--- config.mk ---
export PLATFORM = sky130hd
export DESIGN_NAME = boot_copier_flat
export DESIGN_NICKNAME = d
export VERILOG_FILES = /design/src/rtl/boot_copier_if.sv /design/src/rtl/boot_copier.sv /design/src/flat_wrapper.sv
export SDC_FILE = /design/constraint.sdc
export NUM_CORES = 1
export LEC_CHECK = 0
export ABC_CLOCK_PERIOD_IN_PS = 3700
export BUFFER_PORTS_ARGS = -buffer_cell sky130_fd_sc_hd__buf_2
export CAP_MARGIN = 10
export CORE_MARGIN = 4
export CORE_UTILIZATION = 50
export CTS_CLUSTER_DIAMETER = 50
export CTS_CLUSTER_SIZE = 20
export DETAILED_ROUTE_END_ITERATION = 10
export PLACE_DENSITY = 0.68
export SETUP_SLACK_MARGIN = 0.2
export SYNTH_ARGS = -nofsm -noshare
export SYNTH_HDL_FRONTEND = slang
export SYNTH_SLANG_ARGS = --single-unit
--- constraint.sdc ---
create_clock -name clk -period 3.7 [get_ports clk]
set_input_delay 0.185 -clock clk [delete_from_list [all_inputs] [get_ports clk]]
set_output_delay 0.185 -clock clk [all_outputs]
set_load 0.01 [all_outputs]
--- src/rtl/boot_copier_if.sv ---
// Byte-wide request/acknowledge bus that the boot copier uses to move an image from flash into RAM.
interface boot_copier_if;
  logic        bus_req;
  logic        bus_rw;
  logic [1:0]  bus_len;
  logic [31:0] bus_addr;
  logic [7:0]  bus_wdata;
  logic [7:0]  bus_rdata;
  logic        bus_ack;
  logic        bus_exception;

  modport master (
    output bus_req, bus_rw, bus_len, bus_addr, bus_wdata,
    input  bus_rdata, bus_ack, bus_exception
  );

  modport slave (
    input  bus_req, bus_rw, bus_len, bus_addr, bus_wdata,
    output bus_rdata, bus_ack, bus_exception
  );
endinterface

--- src/rtl/boot_copier.sv ---
// Copies LENGTH bytes from SRC_BASE to DST_BASE one byte at a time, then releases the CPU.
// Each bus transaction is followed by one idle cycle, and a bus fault parks the block in ERR.
`ifndef FLASH_INIT
`define FLASH_INIT 32'h0000_0000
`endif
`ifndef RAM_INIT
`define RAM_INIT 32'h0000_0000
`endif

module boot_copier #(
  parameter logic [31:0] SRC_BASE = `FLASH_INIT,
  parameter logic [31:0] DST_BASE = `RAM_INIT,
  parameter int unsigned LENGTH   = 261
) (
  input  logic          clk,
  input  logic          resetn,
  input  logic          start,
  boot_copier_if.master bus,
  output logic          done,
  output logic          error,
  output logic          cpu_run
);
  typedef enum logic [2:0] {
    S_IDLE, S_RD, S_RD_GAP, S_WR, S_WR_GAP, S_DONE, S_ERR
  } state_e;

  localparam logic [15:0] LEN16 = 16'(LENGTH);

  state_e      state_q, state_d;
  logic [31:0] src_ptr_q, src_ptr_d;
  logic [31:0] dst_ptr_q, dst_ptr_d;
  logic [15:0] count_q, count_d;
  logic [7:0]  data_reg_q, data_reg_d;
  logic        bus_req_q, bus_req_d;
  logic        bus_rw_q, bus_rw_d;
  logic [31:0] bus_addr_q, bus_addr_d;
  logic        done_q, done_d;
  logic        error_q, error_d;

  // Next-state and next-output computation; outputs are derived from the next state so they leave flops.
  always_comb begin
    state_d    = state_q;
    src_ptr_d  = src_ptr_q;
    dst_ptr_d  = dst_ptr_q;
    count_d    = count_q;
    data_reg_d = data_reg_q;
    case (state_q)
      S_IDLE: begin
        if (start) begin
          if (LEN16 != 16'd0) begin
            state_d   = S_RD;
            src_ptr_d = SRC_BASE;
            dst_ptr_d = DST_BASE;
            count_d   = 16'd0;
          end else begin
            state_d = S_DONE;
          end
        end else begin
          state_d = S_IDLE;
        end
      end
      S_RD: begin
        if (bus.bus_ack) begin
          if (bus.bus_exception) begin
            state_d = S_ERR;
          end else begin
            state_d    = S_RD_GAP;
            data_reg_d = bus.bus_rdata;
          end
        end else begin
          state_d = S_RD;
        end
      end
      S_RD_GAP: state_d = S_WR;
      S_WR: begin
        if (bus.bus_ack) begin
          if (bus.bus_exception) begin
            state_d = S_ERR;
          end else begin
            state_d   = S_WR_GAP;
            src_ptr_d = src_ptr_q + 32'd1;
            dst_ptr_d = dst_ptr_q + 32'd1;
            count_d   = count_q + 16'd1;
          end
        end else begin
          state_d = S_WR;
        end
      end
      S_WR_GAP: begin
        if (count_q == LEN16) begin
          state_d = S_DONE;
        end else begin
          state_d = S_RD;
        end
      end
      S_DONE:  state_d = S_DONE;
      S_ERR:   state_d = S_ERR;
      default: state_d = S_IDLE;
    endcase

    bus_req_d = (state_d == S_RD) || (state_d == S_WR);
    bus_rw_d  = (state_d == S_WR) || (state_d == S_WR_GAP);
    done_d    = (state_d == S_DONE);
    error_d   = (state_d == S_ERR);
    case (state_d)
      S_RD, S_RD_GAP: bus_addr_d = src_ptr_d;
      S_WR, S_WR_GAP: bus_addr_d = dst_ptr_d;
      default:        bus_addr_d = 32'd0;
    endcase
  end

  // State, datapath and output registers.
  always_ff @(posedge clk or negedge resetn) begin
    if (!resetn) begin
      state_q    <= S_IDLE;
      src_ptr_q  <= SRC_BASE;
      dst_ptr_q  <= DST_BASE;
      count_q    <= 16'd0;
      data_reg_q <= 8'd0;
      bus_req_q  <= 1'b0;
      bus_rw_q   <= 1'b0;
      bus_addr_q <= 32'd0;
      done_q     <= 1'b0;
      error_q    <= 1'b0;
    end else begin
      state_q    <= state_d;
      src_ptr_q  <= src_ptr_d;
      dst_ptr_q  <= dst_ptr_d;
      count_q    <= count_d;
      data_reg_q <= data_reg_d;
      bus_req_q  <= bus_req_d;
      bus_rw_q   <= bus_rw_d;
      bus_addr_q <= bus_addr_d;
      done_q     <= done_d;
      error_q    <= error_d;
    end
  end

  assign bus.bus_req   = bus_req_q;
  assign bus.bus_rw    = bus_rw_q;
  assign bus.bus_len   = 2'b00;
  assign bus.bus_addr  = bus_addr_q;
  assign bus.bus_wdata = data_reg_q;
  assign done          = done_q;
  assign error         = error_q;
  assign cpu_run       = done_q;
endmodule

--- src/flat_wrapper.sv ---
// flat-port wrapper written by rule: the top's interface ports become plain ports
module boot_copier_flat 
#(
  parameter logic [31:0] SRC_BASE = `FLASH_INIT,
  parameter logic [31:0] DST_BASE = `RAM_INIT,
  parameter int unsigned LENGTH   = 261
)
  (clk, resetn, start, done, error, cpu_run, bus_bus_req, bus_bus_rw, bus_bus_len, bus_bus_addr, bus_bus_wdata, bus_bus_rdata, bus_bus_ack, bus_bus_exception);
  boot_copier_if bus_i ();
  input  logic clk;
  input  logic resetn;
  input  logic start;
  output logic done;
  output logic error;
  output logic cpu_run;
  output wire logic [$bits(bus_i.bus_req)-1:0] bus_bus_req;
  output wire logic [$bits(bus_i.bus_rw)-1:0] bus_bus_rw;
  output wire logic [$bits(bus_i.bus_len)-1:0] bus_bus_len;
  output wire logic [$bits(bus_i.bus_addr)-1:0] bus_bus_addr;
  output wire logic [$bits(bus_i.bus_wdata)-1:0] bus_bus_wdata;
  input wire logic [$bits(bus_i.bus_rdata)-1:0] bus_bus_rdata;
  input wire logic [$bits(bus_i.bus_ack)-1:0] bus_bus_ack;
  input wire logic [$bits(bus_i.bus_exception)-1:0] bus_bus_exception;
  assign bus_bus_req = bus_i.bus_req;
  assign bus_bus_rw = bus_i.bus_rw;
  assign bus_bus_len = bus_i.bus_len;
  assign bus_bus_addr = bus_i.bus_addr;
  assign bus_bus_wdata = bus_i.bus_wdata;
  assign bus_i.bus_rdata = bus_bus_rdata;
  assign bus_i.bus_ack = bus_bus_ack;
  assign bus_i.bus_exception = bus_bus_exception;
  boot_copier #(.SRC_BASE(SRC_BASE), .DST_BASE(DST_BASE), .LENGTH(LENGTH)) u_core (.clk(clk), .resetn(resetn), .start(start), .bus(bus_i), .done(done), .error(error), .cpu_run(cpu_run));
endmodule
Word-level counts from Yosys, hierarchy flattened

Cells that the tools add are included.

Register bits after elaboration: 127
Input bits: 13
Output and inout bits: 47
Logic and storage cells: 58

$add $sub $neg: 3
Equality and inequality tests: 16
Muxes and demuxes: 20
Bitwise gates (word level): 1
Reduce and logical (&&, ||, !) cells: 8

Operator list:

| kind                    | count |
|---|---|
| $mux W32                | 6 |
| $pmux W32 S2            | 3 |
| $add A32 B1 Y32 const B | 2 |
| $mux W16                | 3 |
| $pmux W16 S2            | 1 |
| $pmux W3 S7             | 1 |
| $eq A3 B3 Y1 const B    | 6 |
| $add A16 B1 Y16 const B | 1 |
| $eq A16 B9 Y1 const B   | 1 |
| $eq A3 B2 Y1 const B    | 4 |
| $mux W3                 | 4 |
| $eq A3 B1 Y1 const B    | 2 |
| $ne A2 B2 Y1 const B    | 3 |
| $reduce_and A4 Y1       | 1 |
| $reduce_or A2 Y1        | 2 |
| $logic_not A3 Y1        | 1 |
| $reduce_and A3 Y1       | 1 |
| $logic_or A1 B1 Y1      | 2 |
| $mux W2                 | 1 |
| $reduce_bool A2 Y1      | 1 |
| $mux W1                 | 1 |
| $not A1 Y1              | 1 |

Longest topological paths before layout

Gate-level depths: netlist (run 1).

Depth after elaboration: 6
Depth in mapped cells: 9
Depth with buffers taken out: 7

Least setup slack after synthesis (run 1)

OpenSTA, ideal clock, no wires.

Kind: register to register
Start point: register u_core.state_q[2]
End point: register u_core.bus_addr_q[27], in the netlist u_core.bus.bus_addr[27]
Setup time: 0.121 ns
Data arrival time: 1.936 ns
Required time: 3.579 ns
Setup slack: 1.643 ns
Cell stages (with the launch flop): 8
Path buffers: 2
Clock period less this slack: 2.057 ns
Cells stage by stage: dfrtp_1 -> buf_2 -> or3b_1 -> buf_6 -> nor4_4 -> nand3_1 -> mux2i_1 -> a22o_1

Elaborated cells on any way between the ends: 17
Classes of those cells: eq/ne (10); mux (4); reduce/logical (3)

RTL lines:

| what                                             | RTL line           | source |
|---|---|---|
| start: declaration                               | boot_copier.sv:29  | `state_e state_q, state_d;` |
| start signal: assignment                         | boot_copier.sv:126 | `state_q <= state_d;` |
| $eq A3 B2 Y1 or $logic_not A3 Y1 (tied branches) | boot_copier.sv:47  | `case (state_q)` |
| $pmux W32 S2 (*)                                 | boot_copier.sv:47  |  |
| named net u_core.src_ptr_d[27]                   | boot_copier.sv:30  | `logic [31:0] src_ptr_q, src_ptr_d;` |
| $pmux W32 S2 (*)                                 | boot_copier.sv:105 | `case (state_d)` |
| named net u_core.bus_addr_d[27]                  | boot_copier.sv:36  | `logic [31:0] bus_addr_q, bus_addr_d;` |
| end signal: assignment                           | boot_copier.sv:133 | `bus_addr_q <= bus_addr_d;` |
| end: declaration                                 | boot_copier.sv:36  |  |

Mark *: on every way through the listed nets, which the timed path passes. The rest lies on a longest branch.
A chain may end at the register's enable or synchronous reset.

Worst setup path after layout (run 1)

Start point: register u_core.state_q[2]
End point: register u_core.bus_addr_q[30], in the netlist u_core.bus.bus_addr[30]

Same word-level chain as after synthesis.

==> impl_results.md, run 1 <==
- Register area share after synthesis: 0.523
- Pin count of the biggest net entering global routing: between 60 and 70
- Synth Flop Type: dfrtp_1
- Die X: between 100 and 150 µm
- Vias per cell: ~6
- Max-cap viol count: 0
- Wirelength per Cell: around 18 µm
- DIE AREA: roughly 14000 µm²
- R2R setup slack: ~950 ps
- Via count: roughly 4800
- Num ports: 60
- # rows: 39
- Residual DRC count: 0
- Clock skew: about 6.6 ps
- Peak VDD IR: between 0.3 and 0.4 mV
- Status: finished clean
- Inserted Clock Buffers: 17
- Initial DRC Count: between 400 and 500
- Crit Path Max Fanout: 10
- Critical Path End Type: flip-flop
- Final hold violations: 0
- FFs w/ async S/R, synth: 1.00
- Yosys reg bits: around 130
- Cells after Synth: ~580
- CTS Sinks: about 130
- Initial antenna violation count: 0
- DPL Wire Length: roughly 9.5 mm
- Starting Density: 0.521
- Vias in the first global route: 4690
- Post-route minimum period: between 2000 and 3000 ps
- Avg Cell Area, Syn: between 10 and 15 µm²
- Post-Route WL: ~14 mm
- Reg2reg start: u_core.state_q[2]
- Leak: 3.58 nW
- CTS Root Cell: clkbuf_16
- RR Endpoint: u_core.bus.bus_addr[30]
- Clk buf depth: 2
- Worst-Skew Late Latency: between 400 and 500 ps
- Buffers added on ports: between 50 and 60
- Tot GR Track Use: 0.217
- Global-route wire length before repair: roughly 24 mm
- Final setup violation count: 0
- Reg2Reg Depth: 5
- CTS tree: done
- Antenna Nets Post-Route: 0
- Critical path class: flip-flop to flip-flop
- Mapped cell area: 6070 µm²
- Data required time at the worst endpoint: 4060 ps
- Worst-Margin Slew: roughly 890 ps
- Synth unique cells: 57
- WHS Path Cells: 2
- Core footprint: roughly 12000 µm²
- EDFF count, synth: 0
- Gpl congestion: between 0.8 and 0.9
- Clock-pin slew on the worst setup and hold paths: ~60 ps
- Area grow syn2layout: 18.7%
- Share of cells above drive strength 1: 0.178
- First-pass detailed-route iteration total: 5
- Die Ht: approximately 120 µm
- Dpl cell area: 6500 µm²
- Design area: about 7200 µm²
- Fmax: between 300 and 400 MHz
- Nets: 661
- HP Class: input pin to flip-flop
- Cell Pwr Density: ~450 nW/µm²
- Setup TNS: 0 ps
- Worst slew margin: 0.399
- Crit path DAT: ~3100 ps
- Fin crit share: 0.743
- Yosys warns: 0
- Crit start category: flip-flop
- Hold Crit Start: bus_bus_rdata[6]
- Congestion Overflow GR: 0
- Worst Hold Endpoint: u_core.bus.bus_wdata[6]
- RSZ-0062 raised after global routing: no
- Htree depth: 4
- Antenna cells: 0
- Max Slew Vio Count: 0
- Filler cell count: between 900 and 1000
sequential cells by signal, summed over array words and instances, names as in the netlist:
name                  cells
u_core.dst_ptr_q         32
u_core.state_q            3
u_core.bus.bus_req        1
u_core.bus.bus_rw         1
u_core.error              1
u_core.bus.bus_wdata      8
u_core.count_q           16
u_core.src_ptr_q         32
u_core.bus.bus_addr      32
u_core.cpu_run            1
report_power, final:
part	switching (W)	internal, W
clock network	0.000597	0.00120
registers	0.00000258	0.00139
logic	0.0000368	0.0000166
critical path, stage by stage (launching register included):
cell	delay (ps)
dfrtp_1	510
or3b_1	680
nor4_4	690
nand4_1	230
mux2i_1	380
a22o_1	180
synth_stat cells (4+ instances only):
cell        n  area (µm²)
nand4_1    37         231
inv_1      17        63.8
nor3_1     12        60.1
xor2_1     12         105
and2_1      5        31.3
a22o_1     27         236
nand3_1    37         185
and3_1     12        75.1
o311ai_0    4        35.0
o41ai_1     5        43.8
clkbuf_1   12        45.0
nand2_1    85         319
mux2_2     10         113
xnor2_1     4        35.0
o21ai_0    10        50.1
ha_1        4        50.1
nor4_4      4        85.1
a21oi_1     6        30.0
mux2i_1    43         430
nor2_1     35         131
buf_4       4        30.0
nor4b_1     4        35.0
nor4_1      7        43.8
buf_2       7        35.0
dfrtp_1   127        3180
cell usage in the layout, fill, tap and decap left out, drive strengths merged, types with 2 or more instances in the layout:
| master | count |
|---|---|
| nor4 | 14 |
| nor3 | 12 |
| and3 | 12 |
| a31oi | 2 |
| conb | 2 |
| o311ai | 4 |
| nor4b | 5 |
| o211ai | 3 |
| clkbuf | 20 |
| o41ai | 5 |
| o31ai | 3 |
| clkinvlp | 2 |
| nand4 | 37 |
| o32ai | 3 |
| o21ai | 11 |
| and4 | 3 |
| xnor2 | 4 |
| inv | 17 |
| and2 | 6 |
| o221ai | 2 |
| nand2 | 85 |
| mux2 | 10 |
| buf | 64 |
| xor2 | 12 |
| nand2b | 2 |
| nand3 | 37 |
| clkinv | 5 |
| dlygate4sd3 | 8 |
| a22o | 27 |
| a21oi | 6 |
| nand3b | 3 |
| bufinv | 5 |
| ha | 4 |
| mux2i | 43 |
| dfrtp | 127 |
| nor2 | 36 |
per-stage QoR:
step           std cells  utilization  total power (W)  worst slack [ps]  hold slack, ps
2_1_floorplan        577            -          0.00143              1640            -111
3_3_place_gp         760        0.557          0.00147              1080             338
3_5_place_dp         760        0.557          0.00147              1040             343
4_1_cts              799        0.618          0.00328              1010            1.73
5_1_grt              799        0.618          0.00336               739            7.24
6_report             799        0.618          0.00325               951            13.6
worst max-delay path by stage:
stage / start / to / slack (ps) / cells past startpoint
floorplan: u_core.state_q[2] / u_core.bus.bus_addr[27] / 1640 / 7
detailed placement: u_core.state_q[2] / u_core.bus.bus_addr[21] / 1040 / 6
global route: u_core.state_q[0] / u_core.bus.bus_addr[19] / 740 / 6
global placement: u_core.state_q[2] / u_core.bus.bus_addr[21] / 1080 / 6
CTS: u_core.state_q[2] / u_core.bus.bus_addr[21] / 1010 / 6
finish: u_core.state_q[2] / u_core.bus.bus_addr[30] / 950 / 5
what timing repair did:
action / 4_1_cts / 5_1_grt
resized for setup: 0 / 0
hold endpoints to repair: 73 / 0
hold buffers: 8 / 0
setup buffers: 0 / 0
setup endpoints to repair: 0 / 0
kinds of logic (layout without fill, tap and decap cells):
group,Yosys count,after routing,share of synthesized area
AO/OA/AOI/OAI,76,76,0.0989
other,1,2,0.000617
XOR/XNOR,16,16,0.0231
multiplexers,53,53,0.0894
flip-flops,127,127,0.523
AND/OR/NAND/NOR,257,257,0.226
adder cells (fa/ha/maj),4,4,0.00824
buffers and inverters,42,121,0.0311
layer usage:
layer	routed length [µm]	GRT usage	vias up
li1	-	-	2247
met1	6680	0.309	2323
met2	6440	0.309	177
met3	998	0.0549	24
met4	375	0.105	0
met5	0	0	-
cell type report:
type,instances,area [µm²],share of cell area
Multi-Input combinational cell,408,2720,0.377
Timing Repair Buffer,72,433,0.0600
Inverter,18,67.6,0.00937
Clock inverter,11,189,0.0262
Clock buffer,20,447,0.0619
Tap cell,143,179,0.0248
Sequential cell,127,3180,0.441
(Power assumes the default switching activity.)
==> run 2: changes to the inputs <==
Settings changed: ABC_AREA set to 1, ABC_CLOCK_PERIOD_IN_PS 3700 to 2800.
Clock period 3.7 ns to 2.8 ns, I/O delays scaled along.
==> impl_results.md, run 2 <==
- Global-route wire length before repair: 30.5 mm (was 24.1 mm)
- Launch point of the critical path: u_core.state_q[0] (was u_core.state_q[2])
- CTS Root Cell: clkbuf_16 (unchanged)
- Congestion Overflow GR: 0 (unchanged)
- DIE AREA: 15800 µm² (was 14000 µm²)
- Clock skew: 7.83 ps (was 6.57 ps)
- Mapped cell area: 6930 µm² (was 6070 µm²)
- Leak: 4.19 nW (was 3.58 nW)
- Critical path class: flip-flop to flip-flop (unchanged)
- CTS tree: done (unchanged)
- Max Slew Vio Count: 0 (unchanged)
- Crit start category: flip-flop (unchanged)
- Leading cell types in the layout, fill and taps excluded: nand2_1, dfrtp_1, nor2_1 (was dfrtp_1, nand2_1, buf_2)
- Yosys reg bits: 127 (unchanged)
- HP Class: input pin to flip-flop (unchanged)
- Fin crit share: 0.777 (was 0.743)
- Post-cts hold buffer count: 9 (was 8)
- Initial antenna violation count: 0 (unchanged)
- Area grow syn2layout: 16.5% (was 18.7%)
- Multi-input gate area: 3180 µm² (was 2720 µm²)
- Avg Cell Area, Syn: 7.34 µm² (was 10.5 µm²)
- Post-CTS setup repair buffer count: 0 (unchanged)
- RSZ-0062 raised after global routing: no (unchanged)
- Filler cell count: 1231 (was 915)
- Largest area contributor in the netlist: dfrtp_1 (unchanged)
- Gpl congestion: 0.921 (was 0.869)
- Buffers added on ports: 57 (unchanged)
- Data required time at the worst endpoint: 3160 ps (was 4060 ps)
- Synth Flop Type: dfrtp_1 (unchanged)
- Worst hold margin: 102 ps (was 13.6 ps)
- Die Ht: 126 µm (was 118 µm)
- Vias in the first global route: 5993 (was 4690)
- Cells after Synth: 945 (was 576)
- EDFF count, synth: 0 (unchanged)
- Antenna cells: 0 (unchanged)
- Most common cell after layout, fill and taps aside: nand2_1 (was dfrtp_1)
- Wirelength per Cell: 15.3 µm (was 18.1 µm)
- First-pass detailed-route iteration total: 5 (unchanged)
- Post-Route WL: 18.4 mm (was 14.5 mm)
- Share of cells above drive strength 1: 0.135 (was 0.178)
- Tot GR Track Use: 0.241 (was 0.217)
- Commonest cells post-synth: nand2_1, dfrtp_1, nor2_1 (was dfrtp_1, nand2_1, mux2i_1)
- R2R setup slack: 630 ps (was 950 ps)
- Cell Pwr Density: 763 nW/µm² (was 451 nW/µm²)
- CP Capture Point: u_core.bus.bus_addr[13] (was u_core.bus.bus_addr[30])
- FFs w/ async S/R, synth: 1.00 (unchanged)
- Synth area leaders: dfrtp_1, nand2_1, nand3_1 (was dfrtp_1, mux2i_1, nand2_1)
- Reg2Reg Depth: 9 (was 5)
- Residual DRC count: 0 (unchanged)
- Synth unique cells: 36 (was 57)
- Antenna Nets Post-Route: 0 (unchanged)
- Status: finished clean (unchanged)
- Crit Path Max Fanout: 29 (was 10)
- Reg2reg start: u_core.state_q[0] (was u_core.state_q[2])
- Die X: 126 µm (was 118 µm)
- Fmax: 460 MHz (was 364 MHz)
- Pin count of the biggest net entering global routing: 79 (was 68)
- Num ports: 60 (unchanged)
- Pint: 0.00404 W (was 0.00261 W)
- Cts repair resizes: 0 (unchanged)
- # rows: 42 (was 39)
- Worst-Skew Late Latency: 430 ps (was 420 ps)
- Starting Density: 0.517 (was 0.521)
- Worst-Margin Slew: 713 ps (was 894 ps)
- RR Endpoint: u_core.bus.bus_addr[13] (was u_core.bus.bus_addr[30])
- Inserted Clock Buffers: 17 (unchanged)
- Core footprint: 13400 µm² (was 11700 µm²)
- Clock-pin slew on the worst setup and hold paths: 60 ps (about the same)
- Most common cell in the netlist: nand2_1 (was dfrtp_1)
- Max-cap viol count: 0 (unchanged)
- Sequential Power Share: 0.361 (was 0.429)
- Vias per cell: 5.36 (was 5.97)
- Gate power share: 0.258 (was 0.016)
- Yosys warns: 0 (unchanged)
- Via count: 6441 (was 4771)
- Setup TNS: 0 ps (unchanged)
- Clk buf depth: 2 (unchanged)
- Register area share after synthesis: 0.458 (was 0.523)
- DPL Wire Length: 13.0 mm (was 9.55 mm)
- Initial DRC Count: 587 (was 473)
- FF+latch area: 3180 µm² (unchanged)
- Hold Crit Start: start (was bus_bus_rdata[6])
- Critical Path End Type: flip-flop (unchanged)
- Sw Share: 0.345 (was 0.196)
- Final hold violations: 0 (unchanged)
- Synth top area share: 0.458 (was 0.523)
- Peak VDD IR: 0.409 mV (was 0.383 mV)
- CTS Sinks: 127 (unchanged)
- Worst slew margin: 0.525 (was 0.399)
- Nets: 1031 (was 661)
- Post-route minimum period: 2170 ps (was 2750 ps)
- Htree depth: 4 (unchanged)
- Crit path DAT: 2530 ps (was 3110 ps)
- Clock share of power: 0.380 (was 0.554)
- Switching pwr: 0.00213 W (was 0.000637 W)
- Final setup violation count: 0 (unchanged)
[run 2: final cells by class]
type                    count  share of cell area
multi-input cells         688               0.394
flip-flops and latches    127               0.393
repair buffers             77              0.0606
clock buffers              21              0.0570
inverters                 103              0.0479
well taps                 176              0.0273
clock inverters            10              0.0198
[run 2: metal layers]
| layer | GRT usage | wire length [µm] | share of wire | up-vias |
|---|---|---|---|---|
| li1 | - | - | - | 3152 |
| met1 | 0.340 | 8290 | 0.45 | 3023 |
| met2 | 0.375 | 8500 | 0.46 | 237 |
| met3 | 0.0457 | 1170 | 0.064 | 29 |
| met4 | 0.0858 | 397 | 0.022 | 0 |
| met5 | 0 | 0 | 0 | - |
[run 2: worst min-delay path by stage]
stage,slack (ps),endpoint,depth (start not counted)
final,100,u_core.state_q[0],3
after global routing,100,u_core.state_q[0],3
after global placement,220,u_core.bus.bus_req,1
after CTS,90,u_core.state_q[0],3
after detailed placement,230,u_core.bus.bus_req,1
after floorplan,-160,u_core.bus.bus_addr[0],0
[run 2: worst max-delay path, stage by stage (launching register included)]
cell,delay [ps]
dfrtp_1,510
nand2_2,110
nor2_4,290
buf_4,390
nand3_2,200
nor2_1,190
a21oi_1,70
a21oi_1,170
nand2_1,80
nand2_1,80
[run 2: power groups by stage]
stage	combinational [W]	clock [W]	sequential (W)
6_report	0.00159	0.00234	0.00223
3_5_place_dp	0.00159	0	0.00225
5_1_grt	0.00176	0.00247	0.00226
3_3_place_gp	0.00158	0	0.00224
4_1_cts	0.00161	0.00237	0.00222
2_1_floorplan	0.00110	0	0.00224
[run 2: logic make-up (layout without fill, tap and decap cells)]
family,Yosys count,in the layout,share of synthesized area
and+or+nand+nor,596,596,0.374
buffers and inverters,131,211,0.0830
DFF,127,127,0.458
AOI/OAI and AO/OA,75,75,0.0592
muxes,10,10,0.0159
adders and majority gates,4,4,0.00722
other,1,2,0.000541
xor gates and xnor gates,1,1,0.00126
[run 2: through the flow]
step           area (µm²)  utilization  setup slack (ps)  power [W]  instances
2_1_floorplan        6940            -              1290    0.00335        946
3_3_place_gp         7370        0.550               819    0.00382       1162
3_5_place_dp         7370        0.550               740    0.00384       1162
4_1_cts              8080        0.603               699    0.00621       1202
5_1_grt              8080        0.603               472    0.00649       1202
6_report             8080        0.603               625    0.00616       1202
